$ cat config.mk
export PLATFORM = sky130hd
export DESIGN_NAME = silife_wb_loader
export DESIGN_NICKNAME = d
export VERILOG_FILES = /design/src/rtl/silife_pkg.sv /design/src/rtl/silife_wb_initiator.sv /design/src/rtl/silife_wb_loader.sv
export SDC_FILE = /design/constraint.sdc
export NUM_CORES = 1
export LEC_CHECK = 0
export ABC_AREA = 1
export CORE_MARGIN = 2
export CORE_UTILIZATION = 37
export DETAILED_ROUTE_END_ITERATION = 16
export PLACE_DENSITY_LB_ADDON = 0.05
export SYNTH_ARGS = -nofsm -noshare
export SYNTH_HDL_FRONTEND = slang
export SYNTH_HIERARCHICAL = 1
export SYNTH_SLANG_ARGS = --single-unit
$ cat constraint.sdc
create_clock -name clk -period 2.4 [get_ports clk]
set_input_delay 0.48 -clock clk [delete_from_list [all_inputs] [get_ports clk]]
set_output_delay 0.48 -clock clk [all_outputs]
set_load 0.1 [all_outputs]
$ cat src/rtl/silife_pkg.sv
// Shared definitions for the silife Wishbone pattern loader: FSM states,
// register map offsets and CTRL bit positions.
package silife_pkg;

`ifdef SILIFE_LOADER_VERIFY_EN
    typedef enum logic [2:0] {
        ST_IDLE,
        ST_PAUSE,
        ST_GET_ROW,
        ST_WR_ROW,
        ST_VERIFY,
        ST_WR_CTRL,
        ST_FINISH
    } loader_state_t;
`else
    typedef enum logic [2:0] {
        ST_IDLE,
        ST_PAUSE,
        ST_GET_ROW,
        ST_WR_ROW,
        ST_WR_CTRL,
        ST_FINISH
    } loader_state_t;
`endif

    localparam logic [31:0] CTRL_OFFSET   = 32'h0000_0000;
    localparam logic [31:0] MATRIX_OFFSET = 32'h0000_1000;

    localparam int CTRL_ENABLE_BIT    = 0;
    localparam int CTRL_INVERT_BIT    = 1;
    localparam int CTRL_CLK_PULSE_BIT = 2;

    // Row words are packed one per 32-bit word starting at the matrix offset.
    function automatic logic [31:0] row_address(input logic [31:0] base, input logic [15:0] row);
        return base + MATRIX_OFFSET + {14'b0, row, 2'b00};
    endfunction

endpackage

$ cat src/rtl/silife_wb_initiator.sv
// Single-transaction classic Wishbone master with a per-transaction ack
// timeout; the loader FSM feeds it one request at a time.
module silife_wb_initiator #(
    parameter int TIMEOUT_CYCLES = 255
) (
    input  logic        clk,
    input  logic        reset,
    input  logic        i_req,
    input  logic        i_we,
    input  logic [31:0] i_addr,
    input  logic [31:0] i_wdata,
    output logic        o_active,
    output logic        o_ack,
    output logic        o_timeout,
    output logic [31:0] o_rdata,
    output logic        o_wb_cyc,
    output logic        o_wb_stb,
    output logic        o_wb_we,
    output logic [31:0] o_wb_addr,
    output logic [31:0] o_wb_data,
    input  logic        i_wb_ack,
    input  logic [31:0] i_wb_data
);

    localparam int CW = $clog2(TIMEOUT_CYCLES + 1);

    logic          r_active;
    logic          r_we;
    logic [31:0]   r_addr;
    logic [31:0]   r_data;
    logic [CW-1:0] r_count;

    logic w_ack;
    logic w_expire;

    // An ack in the final allowed cycle still completes the transfer.
    assign w_ack    = r_active & i_wb_ack;
    assign w_expire = r_active & ~i_wb_ack & (r_count == CW'(TIMEOUT_CYCLES - 1));

    always_ff @(posedge clk) begin
        if (reset) begin
            r_active <= 1'b0;
            r_we     <= 1'b0;
            r_addr   <= '0;
            r_data   <= '0;
            r_count  <= '0;
        end else if (!r_active) begin
            if (i_req) begin
                r_active <= 1'b1;
                r_we     <= i_we;
                r_addr   <= i_addr;
                r_data   <= i_wdata;
                r_count  <= '0;
            end
        end else if (w_ack || w_expire) begin
            r_active <= 1'b0;
        end else begin
            r_count <= r_count + CW'(1);
        end
    end

    assign o_active  = r_active;
    assign o_ack     = w_ack;
    assign o_timeout = w_expire;
    assign o_rdata   = i_wb_data;
    assign o_wb_cyc  = r_active;
    assign o_wb_stb  = r_active;
    assign o_wb_we   = r_active & r_we;
    assign o_wb_addr = r_addr;
    assign o_wb_data = r_data;

endmodule

$ cat src/rtl/silife_wb_loader.sv
// Streams an 8x8 Game of Life pattern into silife over Wishbone and restarts it.
// Define SILIFE_LOADER_VERIFY_EN to read back and compare every row before CTRL.
module silife_wb_loader
    import silife_pkg::*;
#(
    parameter int          WIDTH          = 8,
    parameter int          HEIGHT         = 8,
    parameter logic [31:0] BASE_ADDR      = 32'h3000_0000,
    parameter int          TIMEOUT_CYCLES = 255
) (
    input  logic             clk,
    input  logic             reset,
    input  logic             start,
    input  logic [2:0]       ctrl_value,
    input  logic             row_valid,
    input  logic [WIDTH-1:0] row_data,
    output logic             row_ready,
    output logic             busy,
    output logic             done,
    output logic             error,
    output logic             o_wb_cyc,
    output logic             o_wb_stb,
    output logic             o_wb_we,
    output logic [31:0]      o_wb_addr,
    output logic [31:0]      o_wb_data,
    input  logic             i_wb_ack,
    input  logic [31:0]      i_wb_data
);

    localparam int             IW       = (HEIGHT > 1) ? $clog2(HEIGHT) : 1;
    localparam logic [IW-1:0]  LAST_ROW = IW'(HEIGHT - 1);

    loader_state_t r_state;
    loader_state_t w_next;
    logic [IW-1:0] r_idx;
    logic [2:0]    r_ctrl;
    logic          r_error;

    logic        w_req;
    logic        w_we;
    logic [31:0] w_addr;
    logic [31:0] w_wdata;
    logic        w_active;
    logic        w_ack;
    logic        w_timeout;
    logic [31:0] w_rdata;
    logic        w_idx_inc;
    logic        w_idx_clear;
    logic        w_set_error;
    logic [31:0] w_ctrl_word;
    logic        w_unused_rdata;

`ifdef SILIFE_LOADER_VERIFY_EN
    logic [WIDTH-1:0] r_rows [HEIGHT];

    always_ff @(posedge clk) begin
        if (r_state == ST_GET_ROW && row_valid) begin
            r_rows[r_idx] <= row_data;
        end
    end
`endif

    assign w_unused_rdata = ^w_rdata;

    always_comb begin
        w_ctrl_word                     = '0;
        w_ctrl_word[CTRL_ENABLE_BIT]    = r_ctrl[0];
        w_ctrl_word[CTRL_INVERT_BIT]    = r_ctrl[1];
        w_ctrl_word[CTRL_CLK_PULSE_BIT] = r_ctrl[2];
    end

    silife_wb_initiator #(
        .TIMEOUT_CYCLES(TIMEOUT_CYCLES)
    ) u_initiator (
        .clk       (clk),
        .reset     (reset),
        .i_req     (w_req),
        .i_we      (w_we),
        .i_addr    (w_addr),
        .i_wdata   (w_wdata),
        .o_active  (w_active),
        .o_ack     (w_ack),
        .o_timeout (w_timeout),
        .o_rdata   (w_rdata),
        .o_wb_cyc  (o_wb_cyc),
        .o_wb_stb  (o_wb_stb),
        .o_wb_we   (o_wb_we),
        .o_wb_addr (o_wb_addr),
        .o_wb_data (o_wb_data),
        .i_wb_ack  (i_wb_ack),
        .i_wb_data (i_wb_data)
    );

    always_ff @(posedge clk) begin
        if (reset) begin
            r_state <= ST_IDLE;
            r_idx   <= '0;
            r_ctrl  <= '0;
            r_error <= 1'b0;
        end else begin
            r_state <= w_next;
            if (r_state == ST_IDLE && start) begin
                r_ctrl  <= ctrl_value;
                r_error <= 1'b0;
                r_idx   <= '0;
            end
            if (w_set_error) begin
                r_error <= 1'b1;
            end
            if (w_idx_clear) begin
                r_idx <= '0;
            end else if (w_idx_inc) begin
                r_idx <= r_idx + IW'(1);
            end
        end
    end

    // Requests are launched one cycle ahead of the bus state so stb rises on
    // entry; states entered straight from an ack relaunch once the bus is idle.
    always_comb begin
        w_next      = r_state;
        w_req       = 1'b0;
        w_we        = 1'b1;
        w_addr      = BASE_ADDR + CTRL_OFFSET;
        w_wdata     = '0;
        w_idx_inc   = 1'b0;
        w_idx_clear = 1'b0;
        w_set_error = 1'b0;
        if (w_timeout) begin
            w_next      = ST_IDLE;
            w_set_error = 1'b1;
        end else begin
            case (r_state)
                ST_IDLE: begin
                    if (start) begin
                        w_req  = 1'b1;
                        w_next = ST_PAUSE;
                    end
                end
                ST_PAUSE: begin
                    if (w_ack) begin
                        w_next = ST_GET_ROW;
                    end
                end
                ST_GET_ROW: begin
                    if (row_valid) begin
                        w_req   = 1'b1;
                        w_addr  = row_address(BASE_ADDR, 16'(r_idx));
                        w_wdata = 32'(row_data);
                        w_next  = ST_WR_ROW;
                    end
                end
                ST_WR_ROW: begin
                    if (w_ack) begin
                        if (r_idx == LAST_ROW) begin
`ifdef SILIFE_LOADER_VERIFY_EN
                            w_next      = ST_VERIFY;
                            w_idx_clear = 1'b1;
`else
                            w_next      = ST_WR_CTRL;
`endif
                        end else begin
                            w_idx_inc = 1'b1;
                            w_next    = ST_GET_ROW;
                        end
                    end
                end
`ifdef SILIFE_LOADER_VERIFY_EN
                ST_VERIFY: begin
                    if (!w_active) begin
                        w_req  = 1'b1;
                        w_we   = 1'b0;
                        w_addr = row_address(BASE_ADDR, 16'(r_idx));
                    end else if (w_ack) begin
                        if (w_rdata[WIDTH-1:0] != r_rows[r_idx]) begin
                            w_next      = ST_IDLE;
                            w_set_error = 1'b1;
                        end else if (r_idx == LAST_ROW) begin
                            w_next = ST_WR_CTRL;
                        end else begin
                            w_idx_inc = 1'b1;
                        end
                    end
                end
`endif
                ST_WR_CTRL: begin
                    if (!w_active) begin
                        w_req   = 1'b1;
                        w_wdata = w_ctrl_word;
                    end else if (w_ack) begin
                        w_next = ST_FINISH;
                    end
                end
                ST_FINISH: begin
                    w_next = ST_IDLE;
                end
                default: begin
                    w_next = ST_IDLE;
                end
            endcase
        end
    end

    assign row_ready = (r_state == ST_GET_ROW);
    assign busy      = (r_state != ST_IDLE);
    assign done      = (r_state == ST_FINISH);
    assign error     = r_error;

endmodule

# Word-level counts from Yosys, hierarchy flattened
# Index checks and enable logic that the tools add are counted.
op_classes:
  reduce_logical: 11
  n_mux: 34
  add_sub_neg: 3
  bitwise: 6
  eq_ne: 14
ops:
  columns: ["op", "n"]
  rows:
  - ["31-bit two-way mux", 2]
  - ["8-bit two-way mux", 5]
  - ["32-bit two-way mux", 1]
  - ["30-bit by 5-bit adder with 31-bit output, first input constant", 1]
  - ["3-bit two-way mux", 9]
  - ["8-bit case mux with 2 select lines", 1]
  - ["3-bit case mux with 5 select lines", 1]
  - ["1-bit two-way mux", 14]
  - ["3-bit == test, second input constant", 3]
  - ["8-bit by 1-bit adder with 8-bit output, second input constant", 1]
  - ["8-bit == test, second input constant", 1]
  - ["2-bit by 1-bit != test with 1-bit output, second input constant", 4]
  - ["3-bit by 2-bit == test with 1-bit output, second input constant", 2]
  - ["2-bit != test, second input constant", 3]
  - ["6-bit AND reduction", 1]
  - ["2-bit nonzero test", 3]
  - ["1-bit AND", 4]
  - ["2-bit AND reduction", 2]
  - ["3-bit by 1-bit adder with 3-bit output, second input constant", 1]
  - ["3-bit by 1-bit == test with 1-bit output, second input constant", 1]
  - ["3-bit zero test", 1]
  - ["1-bit case mux with 3 select lines", 1]
  - ["3-bit nonzero test", 1]
  - ["1-bit inverter", 2]
  - ["other kinds (3)", 3]
totals:
  reg_bits: 84

# Longest topological paths before layout
# Gate-level depths: netlist (run 1).
depth:
  ltp_word: 6
  ltp_mapped: 15

# By module
# The synthesis (run 1) kept the hierarchy.
by_module_without_submodules:
  columns: ["mod", "seq_area_each_um2", "area_each_um2", "cells_per_inst", "instances"]
  rows:
  - ["silife_wb_initiator", 1481.4, 3045.4, 392, 1]
  - ["silife_wb_loader", 200.2, 726.9, 115, 1]

# Worst setup path after synthesis (run 1)
# Ideal clock, no wire load.
synth_timing:
  kind: "reg-to-output"
  from: "register r_state[2]"
  to: "output done"
  stages_incl_launch_ff: 4
  setup_slack_ns: -0.669
  arrival_ns: 2.589
  path_cell_list: "dfxtp_1 buf_4 inv_1 nor3_1"
synth_between:
  elab_chain_cells: 1
synth_lines:
  columns: ["item", "line_no", "source"]
  rows:
  - ["from (decl)", "silife_wb_loader.sv:33", "loader_state_t r_state;"]
  - ["from (signal assigned)", "silife_wb_loader.sv:101", "r_state <= w_next;"]
  - ["3-bit == test", "silife_wb_loader.sv:206", "assign done = (r_state == ST_FINISH);"]
  - ["to (decl)", "silife_wb_loader.sv:19", "output logic done,"]
# No other way between the ends.

# Worst setup path after layout (run 1)
layout_timing:
  from: "register u_initiator.r_count[0]"
  to: "register u_initiator.r_count[6]"
layout_between:
  elab_chain_cells: 5
  elab_cells_between_ends: 10
layout_lines:
  columns: ["item", "line_no", "source"]
  rows:
  - ["from (decl)", "silife_wb_initiator.sv:31", "logic [CW-1:0] r_count;"]
  - ["from (signal assigned)", "silife_wb_initiator.sv:58", "r_count <= r_count + CW'(1);"]
  - ["8-bit == test", "silife_wb_initiator.sv:38", "assign w_expire = r_active & ~i_wb_ack & (r_count == CW'(TIMEOUT_CYCLES - 1));"]
  - ["1-bit AND", "silife_wb_initiator.sv:38", null]
  - ["1-bit two-way mux", "silife_wb_loader.sv:129", "if (w_timeout) begin"]
  - ["via w_req", "silife_wb_loader.sv:39", "logic w_req;"]
  - ["2-bit nonzero test (no source line)", null, null]
  - ["2-bit AND reduction (no source line)", null, null]
# The timed path passes the listed nets, and every way through them passes these cells. The select of a mux whose other input is x is not followed.
# A chain may end at the register's enable or synchronous reset.

==> results.sh, run 1 <==
export IMPL_vias=3161
export IMPL_crit_slowest_cell="dfxtp_1"
export IMPL_crit_path_end_kind="flop"
export IMPL_ios=119
export IMPL_fp_row_count=35
export IMPL_rsz0062_at_grt="no"
export IMPL_drt_iter0_drc=93
export IMPL_overflow=0
export IMPL_setup_tns_ns=0
export IMPL_max_freq_mhz=464
export IMPL_syn_cell_area_um2=3530
export IMPL_cp_required_ns=2.68
export IMPL_cpPeakStageDelay_ns=0.35
export IMPL_fin_crit_ns=2.16
export IMPL_synthToLayoutAreaGrowth_pct=34.0
export IMPL_hold_viol=0
export IMPL_die_width_um=102
export IMPL_worstHoldPathType="reg2reg"
export IMPL_tritoncts="built"
export IMPL_synth_avg_cell_area_um2=7.44
export IMPL_cp_max_fo=32
export IMPL_antenna_cells=0
export IMPL_cp_arrival_ns=2.43
export IMPL_synthCells=475
export IMPL_root_buffer="clkbuf_8"
export IMPL_coreArea_um2=9240
export IMPL_wl_per_cell_um=10.3
export IMPL_place_detailed_hpwl_mm=5.38
export IMPL_cap_violations=0
export IMPL_layout_commonest_cell="nor2_1"
export IMPL_post_route_period_util=0.898
export IMPL_clk_pin_slew_worst_paths_ns=0.08
export IMPL_finalSetupViolations=0
export IMPL_cts_buffer_depth=2
export IMPL_hold_buffers=0
export IMPL_finalMaxSlewViolations=0
export IMPL_dr_pass1_iters=5
export IMPL_grt_util_all_layers=0.152
export IMPL_port_buffers=86
export IMPL_drive_gt1_frac=0.193
export IMPL_antenna_found_initial=0
export IMPL_cts_buffers_inserted=9
export IMPL_die_area_um2=10300
export IMPL_die_y_um=102
export IMPL_place_gp_congestion=0.857
export IMPL_grt_pass1_wl_mm=12.5
export IMPL_hold_depth=2
export IMPL_routed_wl_mm=7.65
export IMPL_path_buf_inv=5
export IMPL_clock_latency_ns=0.35
export IMPL_grt_pass1_vias=2781
export IMPL_mostFrequentLayoutCells="nor2_1 (159), dfxtp_1 (84), buf_4 (76)"
export IMPL_worst_r2r_path_depth=15
export IMPL_crit_type="reg2reg"
export IMPL_start_util=0.382
export IMPL_status="completed"
export IMPL_yosysWarnings=6
export IMPL_nNetsFinal=659
export IMPL_path_cells="inv_1 -> ha_1 -> nand2_1 -> nor2_1 -> nand2_2 -> nor3_1 -> inv_1 -> nand2_1 -> inv_1 -> nand2_8 -> inv_2 -> buf_12 -> nor2_2 -> nand2_1 -> nor2_1"
export IMPL_skew_ns=0.00936
export IMPL_worstSetupPathDepth=15
export IMPL_via_per_inst=4.28
export IMPL_grt_max_degree=41
export IMPL_cp_top_family="simple AND/OR/NAND/NOR gates"
export IMPL_htreeDepth=3
export IMPL_antenna_left=0
export IMPL_startpoint_type="flop"
export IMPL_clkSinkCount=84
export IMPL_drcViolationCount=0
per-stage QoR:
stage	setup slack [ns]	utilization	instance area [um^2]	hold slack (ns)	cells
6_report	0.245	0.512	4730	0.449	739
3_3_place_gp	0.151	0.490	4530	0.433	725
3_5_place_dp	0.156	0.490	4530	0.441	725
5_1_grt	0.0164	0.512	4730	0.484	739
2_1_floorplan	0.185	-	3730	0.422	526
4_1_cts	0.230	0.512	4730	0.453	739
area by class of cell:
class                   count  area (um^2)
flip-flops and latches     84         1680
clock buffers               9          124
inverters                  31          119
fillers                   924         4510
multi-input cells         385         1760
repair buffers             96          812
well taps                 129          161
clock inverters             5         78.8
routing by layer:
| layer | wire [um] | vias to the layer above | track usage |
|---|---|---|---|
| met4 | 140 | 0 | 0.0696 |
| met1 | 3530 | 1371 | 0.187 |
| met5 | 0 | - | 0 |
| met2 | 3680 | 60 | 0.258 |
| li1 | - | 1717 | - |
| met3 | 301 | 13 | 0.0283 |
worst min-delay path, cell delays in order (launching register included):
cell,delay (ns)
dfxtp_1,0.30
inv_1,0.05
a21oi_1,0.05
final timing paths:
path                                             from                                   to  slack, ns
hold / removal                 r_ctrl[2]$_SDFFE_PP0P_               r_ctrl[2]$_SDFFE_PP0P_       0.45
setup / recovery  u_initiator/r_count[0]$_SDFFE_PP0P_  u_initiator/r_count[6]$_SDFFE_PP0P_       0.24
hold reg to reg                r_ctrl[2]$_SDFFE_PP0P_               r_ctrl[2]$_SDFFE_PP0P_       0.45
setup reg to reg  u_initiator/r_count[0]$_SDFFE_PP0P_  u_initiator/r_count[6]$_SDFFE_PP0P_       0.24
flip-flops by register name, indices dropped and copies added (netlist names):
register,cells
error,1
r_ctrl,3
r_idx,3
r_state,3
u_initiator/o_active,1
u_initiator/o_wb_addr,32
u_initiator/o_wb_data,32
u_initiator/r_count,8
u_initiator/r_we,1
timing repair:
action / CTS / global route
endpoints found under the setup margin: 0 / 1
buffers inserted: 0 / 0
resized for setup: 0 / 1
Power of run 1 is not shown: default switching activity piles up to over one toggle a cycle in this logic, so the estimate is an artifact.
==> run 2, diff against run 1 <==
--- a/config.mk
+++ b/config.mk
@@ -10,6 +10,8 @@
 export CORE_UTILIZATION = 37
 export DETAILED_ROUTE_END_ITERATION = 16
 export PLACE_DENSITY_LB_ADDON = 0.05
+export RECOVER_POWER = 25
+export SLEW_MARGIN = 0
 export SYNTH_ARGS = -nofsm -noshare
 export SYNTH_HDL_FRONTEND = slang
 export SYNTH_HIERARCHICAL = 1
==> run 2 against run 1 <==
- non-clock buffer count stayed put
- global-route usage stayed put
- final area down 3.0%
- wire length shrank 0.22%
- maximum frequency increased by 0.32%
- via count decreased by 0.35%
- sequential share of layout area grew 1.1 points
- critical path type unchanged
- highest routed layer unchanged
==> results.sh, run 2 (synthesis results as in run 1) <==
export IMPL_drt_iter0_drc=93
export IMPL_setup_tns_ns=0
export IMPL_clk_pin_slew_worst_paths_ns=0.08
export IMPL_startpoint_type="flop"
export IMPL_cp_arrival_ns=2.43
export IMPL_routed_wl_mm=7.63
export IMPL_grt_util_all_layers=0.152
export IMPL_cp_required_ns=2.68
export IMPL_cp_max_fo=32
export IMPL_wl_per_cell_um=10.3
export IMPL_rsz0062_at_grt="no"
export IMPL_slew_limit_headroom=0.205
export IMPL_die_area_um2=10300
export IMPL_post_route_period_util=0.895
export IMPL_die_width_um=102
export IMPL_r2r_start="u_initiator/r_count[0]$_SDFFE_PP0P_"
export IMPL_root_buffer="clkbuf_8"
export IMPL_holdWs_ns=0.450
export IMPL_fp_row_count=35
export IMPL_multi_input_area_um2=1750
export IMPL_antenna_found_initial=0
export IMPL_fin_cells=739
export IMPL_ios=119
export IMPL_crit_path_start="u_initiator/r_count[0]$_SDFFE_PP0P_"
export IMPL_grt_pass1_wl_mm=12.5
export IMPL_seq_area_um2=1680
export IMPL_nNetsFinal=659
export IMPL_port_buffers=86
export IMPL_coreArea_um2=9240
export IMPL_min_from="r_ctrl[2]$_SDFFE_PP0P_"
export IMPL_fin_crit_ns=2.15
export IMPL_worstHoldPathType="reg2reg"
export IMPL_via_per_inst=4.26
export IMPL_cap_violations=0
export IMPL_start_util=0.382
export IMPL_vias=3150
export IMPL_place_gp_congestion=0.857
export IMPL_htreeDepth=3
export IMPL_fin_util=0.497
export IMPL_skew_ns=0.0107
export IMPL_grt_max_degree=41
export IMPL_dp_cells=725
export IMPL_max_freq_mhz=466
export IMPL_synthToLayoutAreaGrowth_pct=30.0
export IMPL_tritoncts="built"
export IMPL_die_y_um=102
export IMPL_clock_latency_ns=0.35
export IMPL_finalSetupViolations=0
export IMPL_place_detailed_hpwl_mm=5.38
export IMPL_overflow=0
export IMPL_worst_pin_slew_ns=1.20
export IMPL_grt_pass1_vias=2781
export IMPL_hold_viol=0
export IMPL_drcViolationCount=0
export IMPL_layout_commonest_cell="nor2_1"
export IMPL_antenna_left=0
export IMPL_fillers=959
export IMPL_status="completed"
export IMPL_drive_gt1_frac=0.133
export IMPL_crit_type="reg2reg"
export IMPL_antenna_cells=0
export IMPL_clkSinkCount=84
export IMPL_cts_buffers_inserted=9
export IMPL_cts_buffer_depth=2
export IMPL_finalMaxSlewViolations=0
export IMPL_mostFrequentLayoutCells="nor2_1 (160), dfxtp_1 (84), o21ai_0 (69)"
export IMPL_crit_path_end_kind="flop"
export IMPL_dr_pass1_iters=4
export IMPL_postCtsSetupBuffers=0
[run 2: repair_timing]
| item | CTS | global route |
|---|---|---|
| hold buffers | 0 | 0 |
| endpoints found under the hold margin | 0 | 0 |
| resized for setup | 0 | 1 |
| endpoints found under the setup margin | 0 | 1 |
[run 2: worst max-delay path: stages (launching register included)]
cell,delay [ns]
dfxtp_1,0.36
inv_1,0.09
ha_1,0.15
nand2_1,0.05
nor2_1,0.12
nand2_2,0.10
nor3_1,0.19
inv_1,0.14
nand2_1,0.09
inv_1,0.09
nand2_8,0.15
inv_2,0.08
buf_12,0.17
nor2_2,0.14
nand2_1,0.08
nor2_1,0.08
[run 2: final timing paths]
| kind | endpoint | slack, ns | cells after the start |
|---|---|---|---|
| worst max-delay path | u_initiator/r_count[6]$_SDFFE_PP0P_ | 0.25 | 15 |
| worst min-delay path | r_ctrl[2]$_SDFFE_PP0P_ | 0.45 | 2 |
| worst max register to register | u_initiator/r_count[6]$_SDFFE_PP0P_ | 0.25 | 15 |
| worst min register to register | r_ctrl[2]$_SDFFE_PP0P_ | 0.45 | 2 |
[run 2: per-layer routing]
layer,up-vias,track usage,wire [um]
li1,1722,-,-
met1,1361,0.187,3530
met2,53,0.258,3640
met3,14,0.0283,315
met4,0,0.0696,138
met5,-,0,0
[run 2: area by class of cell]
| class | instances | area share |
|---|---|---|
| clock buffers | 9 | 0.0270 |
| repair buffers | 96 | 0.147 |
| clock inverters | 5 | 0.0172 |
| flip-flops and latches | 84 | 0.366 |
| well taps | 129 | 0.0351 |
| multi-input cells | 385 | 0.381 |
| inverters | 31 | 0.0259 |
[run 2: per-stage QoR]
stage               setup WS [ns]  cell area [um^2]
floorplan                   0.185              3730
global placement            0.151              4530
detailed placement          0.156              4530
CTS                         0.230              4730
global route               0.0164              4590
finish                      0.252              4590
Power of run 2 is left out for the same reason.
==> run 3, diff against run 2 <==
--- a/config.mk
+++ b/config.mk
@@ -6,6 +6,8 @@
 export NUM_CORES = 1
 export LEC_CHECK = 0
 export ABC_AREA = 1
+export CAP_MARGIN = 25
+export CORE_ASPECT_RATIO = 1.5
 export CORE_MARGIN = 2
 export CORE_UTILIZATION = 37
 export DETAILED_ROUTE_END_ITERATION = 16
==> run 3 against run 2 <==
- wire length decreased by 0.67%
- first-iteration DRC count is 9.7% lower
- non-clock buffer count up 1
==> results.sh, run 3 (synthesis results as in run 1) <==
export IMPL_status="completed"
export IMPL_synthToLayoutAreaGrowth_pct=32.0
export IMPL_worst_pin_slew_ns=1.20
export IMPL_crit_slowest_cell="dfxtp_1"
export IMPL_place_gp_congestion=0.856
export IMPL_via_per_inst=4.35
export IMPL_die_area_um2=10400
export IMPL_vias=3153
export IMPL_worstHoldPathType="reg2reg"
export IMPL_antenna_found_initial=0
export IMPL_tritoncts="built"
export IMPL_ios=119
export IMPL_dp_cells=709
export IMPL_die_width_um=83.8
export IMPL_finalMaxSlewViolations=0
export IMPL_cts_buffer_depth=2
export IMPL_slew_limit_headroom=0.203
export IMPL_rsz0062_at_grt="no"
export IMPL_reg2reg_slack_ns=0.27
export IMPL_fin_cells=724
export IMPL_postCtsSetupBuffers=0
export IMPL_holdPathEnd="r_ctrl[0]$_SDFFE_PP0P_"
export IMPL_clkSinkCount=84
export IMPL_cts_resized=0
export IMPL_finalSetupViolations=0
export IMPL_grt_max_degree=46
export IMPL_cp_arrival_ns=2.40
export IMPL_dr_pass1_iters=4
export IMPL_min_from="r_ctrl[0]$_SDFFE_PP0P_"
export IMPL_cp_max_fo=45
export IMPL_r2r_start="u_initiator/r_count[0]$_SDFFE_PP0P_"
export IMPL_hold_buffers=0
export IMPL_routed_wl_mm=7.58
export IMPL_antenna_cells=0
export IMPL_grt_util_all_layers=0.151
export IMPL_cp_required_ns=2.67
export IMPL_htreeDepth=3
export IMPL_clock_latency_ns=0.33
export IMPL_startpoint_type="flop"
export IMPL_post_route_period_util=0.888
export IMPL_cap_violations=0
export IMPL_layout_commonest_cell="nor2_1"
export IMPL_drcViolationCount=0
export IMPL_mostFrequentLayoutCells="nor2_1 (159), dfxtp_1 (84), o21ai_0 (68)"
export IMPL_fillers=957
export IMPL_cpPeakStageDelay_ns=0.35
export IMPL_rr_endpoint="u_initiator/r_count[6]$_SDFFE_PP0P_"
export IMPL_cts_buffers_inserted=9
export IMPL_place_detailed_hpwl_mm=5.29
export IMPL_wl_per_cell_um=10.5
export IMPL_hold_viol=0
export IMPL_drive_gt1_frac=0.134
export IMPL_die_y_um=124
export IMPL_overflow=0
export IMPL_path_cells="inv_1 -> ha_1 -> nand2_1 -> nor2_1 -> nand2_2 -> nor3_1 -> inv_1 -> nand2_1 -> inv_1 -> nand2_8 -> inv_2 -> buf_12 -> nor2_2 -> nand2_1 -> nor2_1"
export IMPL_clk_pin_slew_worst_paths_ns=0.06
export IMPL_drt_iter0_drc=84
export IMPL_nNetsFinal=660
export IMPL_skew_ns=0.00480
export IMPL_grt_pass1_wl_mm=12.8
export IMPL_grt_pass1_vias=2833
export IMPL_setup_tns_ns=0
export IMPL_hold_depth=2
export IMPL_crit_type="reg2reg"
export IMPL_worst_r2r_path_depth=15
export IMPL_fp_row_count=43
export IMPL_port_buffers=86
export IMPL_fin_crit_ns=2.13
export IMPL_coreArea_um2=9250
export IMPL_antenna_left=0
export IMPL_crit_path_end_kind="flop"
export IMPL_start_util=0.382
export IMPL_root_buffer="clkbuf_16"
export IMPL_max_freq_mhz=469
[run 3: changes by cell type in the layout (fill, tap and decap cells not counted), sizes merged]
cell,previous run,this run
clkbuf,45,48
clkinvlp,0,1
buf,45,44
bufinv,2,1
[run 3: how the worst max path moves through the flow]
stage               cells past startpoint  slack, ns                                   to                                start
detailed placement                     11       0.18  u_initiator/r_count[6]$_SDFFE_PP0P_                             i_wb_ack
CTS                                    15       0.25  u_initiator/r_count[6]$_SDFFE_PP0P_  u_initiator/r_count[0]$_SDFFE_PP0P_
global route                           15       0.04  u_initiator/r_count[6]$_SDFFE_PP0P_  u_initiator/r_count[0]$_SDFFE_PP0P_
global placement                       11       0.21  u_initiator/r_count[5]$_SDFFE_PP0P_                             i_wb_ack
floorplan                               3       0.18                                 done              r_state[2]$_SDFFE_PP0P_
finish                                 15       0.27  u_initiator/r_count[6]$_SDFFE_PP0P_  u_initiator/r_count[0]$_SDFFE_PP0P_
[run 3: worst max-delay path, delay by kind of cell (launching register included)]
family,cells,cell delay (ns)
flops,1,0.35
buf+inv,5,0.51
fa+ha+maj,1,0.14
simple gates,9,1.06
[run 3: per-layer routing]
| metal | global-route usage | share of wire | vias up |
|---|---|---|---|
| li1 | - | - | 1723 |
| met1 | 0.178 | 0.47 | 1353 |
| met2 | 0.257 | 0.46 | 65 |
| met3 | 0.0411 | 0.054 | 12 |
| met4 | 0.0716 | 0.022 | 0 |
| met5 | 0 | 0 | - |
[run 3: layout make-up]
cell class / instances / area [um^2] / share of cell area
timing repair buffer: 97 / 673 / 0.144
clock inverter: 5 / 52.6 / 0.0113
tap: 112 / 140 / 0.0301
clock buffer: 10 / 239 / 0.0512
multi-input combinational: 385 / 1760 / 0.377
sequential: 84 / 1680 / 0.361
inverter: 31 / 119 / 0.0255
[run 3: through the flow]
stage	util	hold slack, ns	area, um^2	setup WS [ns]
floorplan	-	0.422	3730	0.185
global placement	0.488	0.441	4510	0.213
detailed placement	0.488	0.447	4510	0.182
CTS	0.519	0.456	4810	0.250
global route	0.504	0.487	4660	0.0413
finish	0.504	0.451	4660	0.268
Power of run 3 is left out for the same reason.
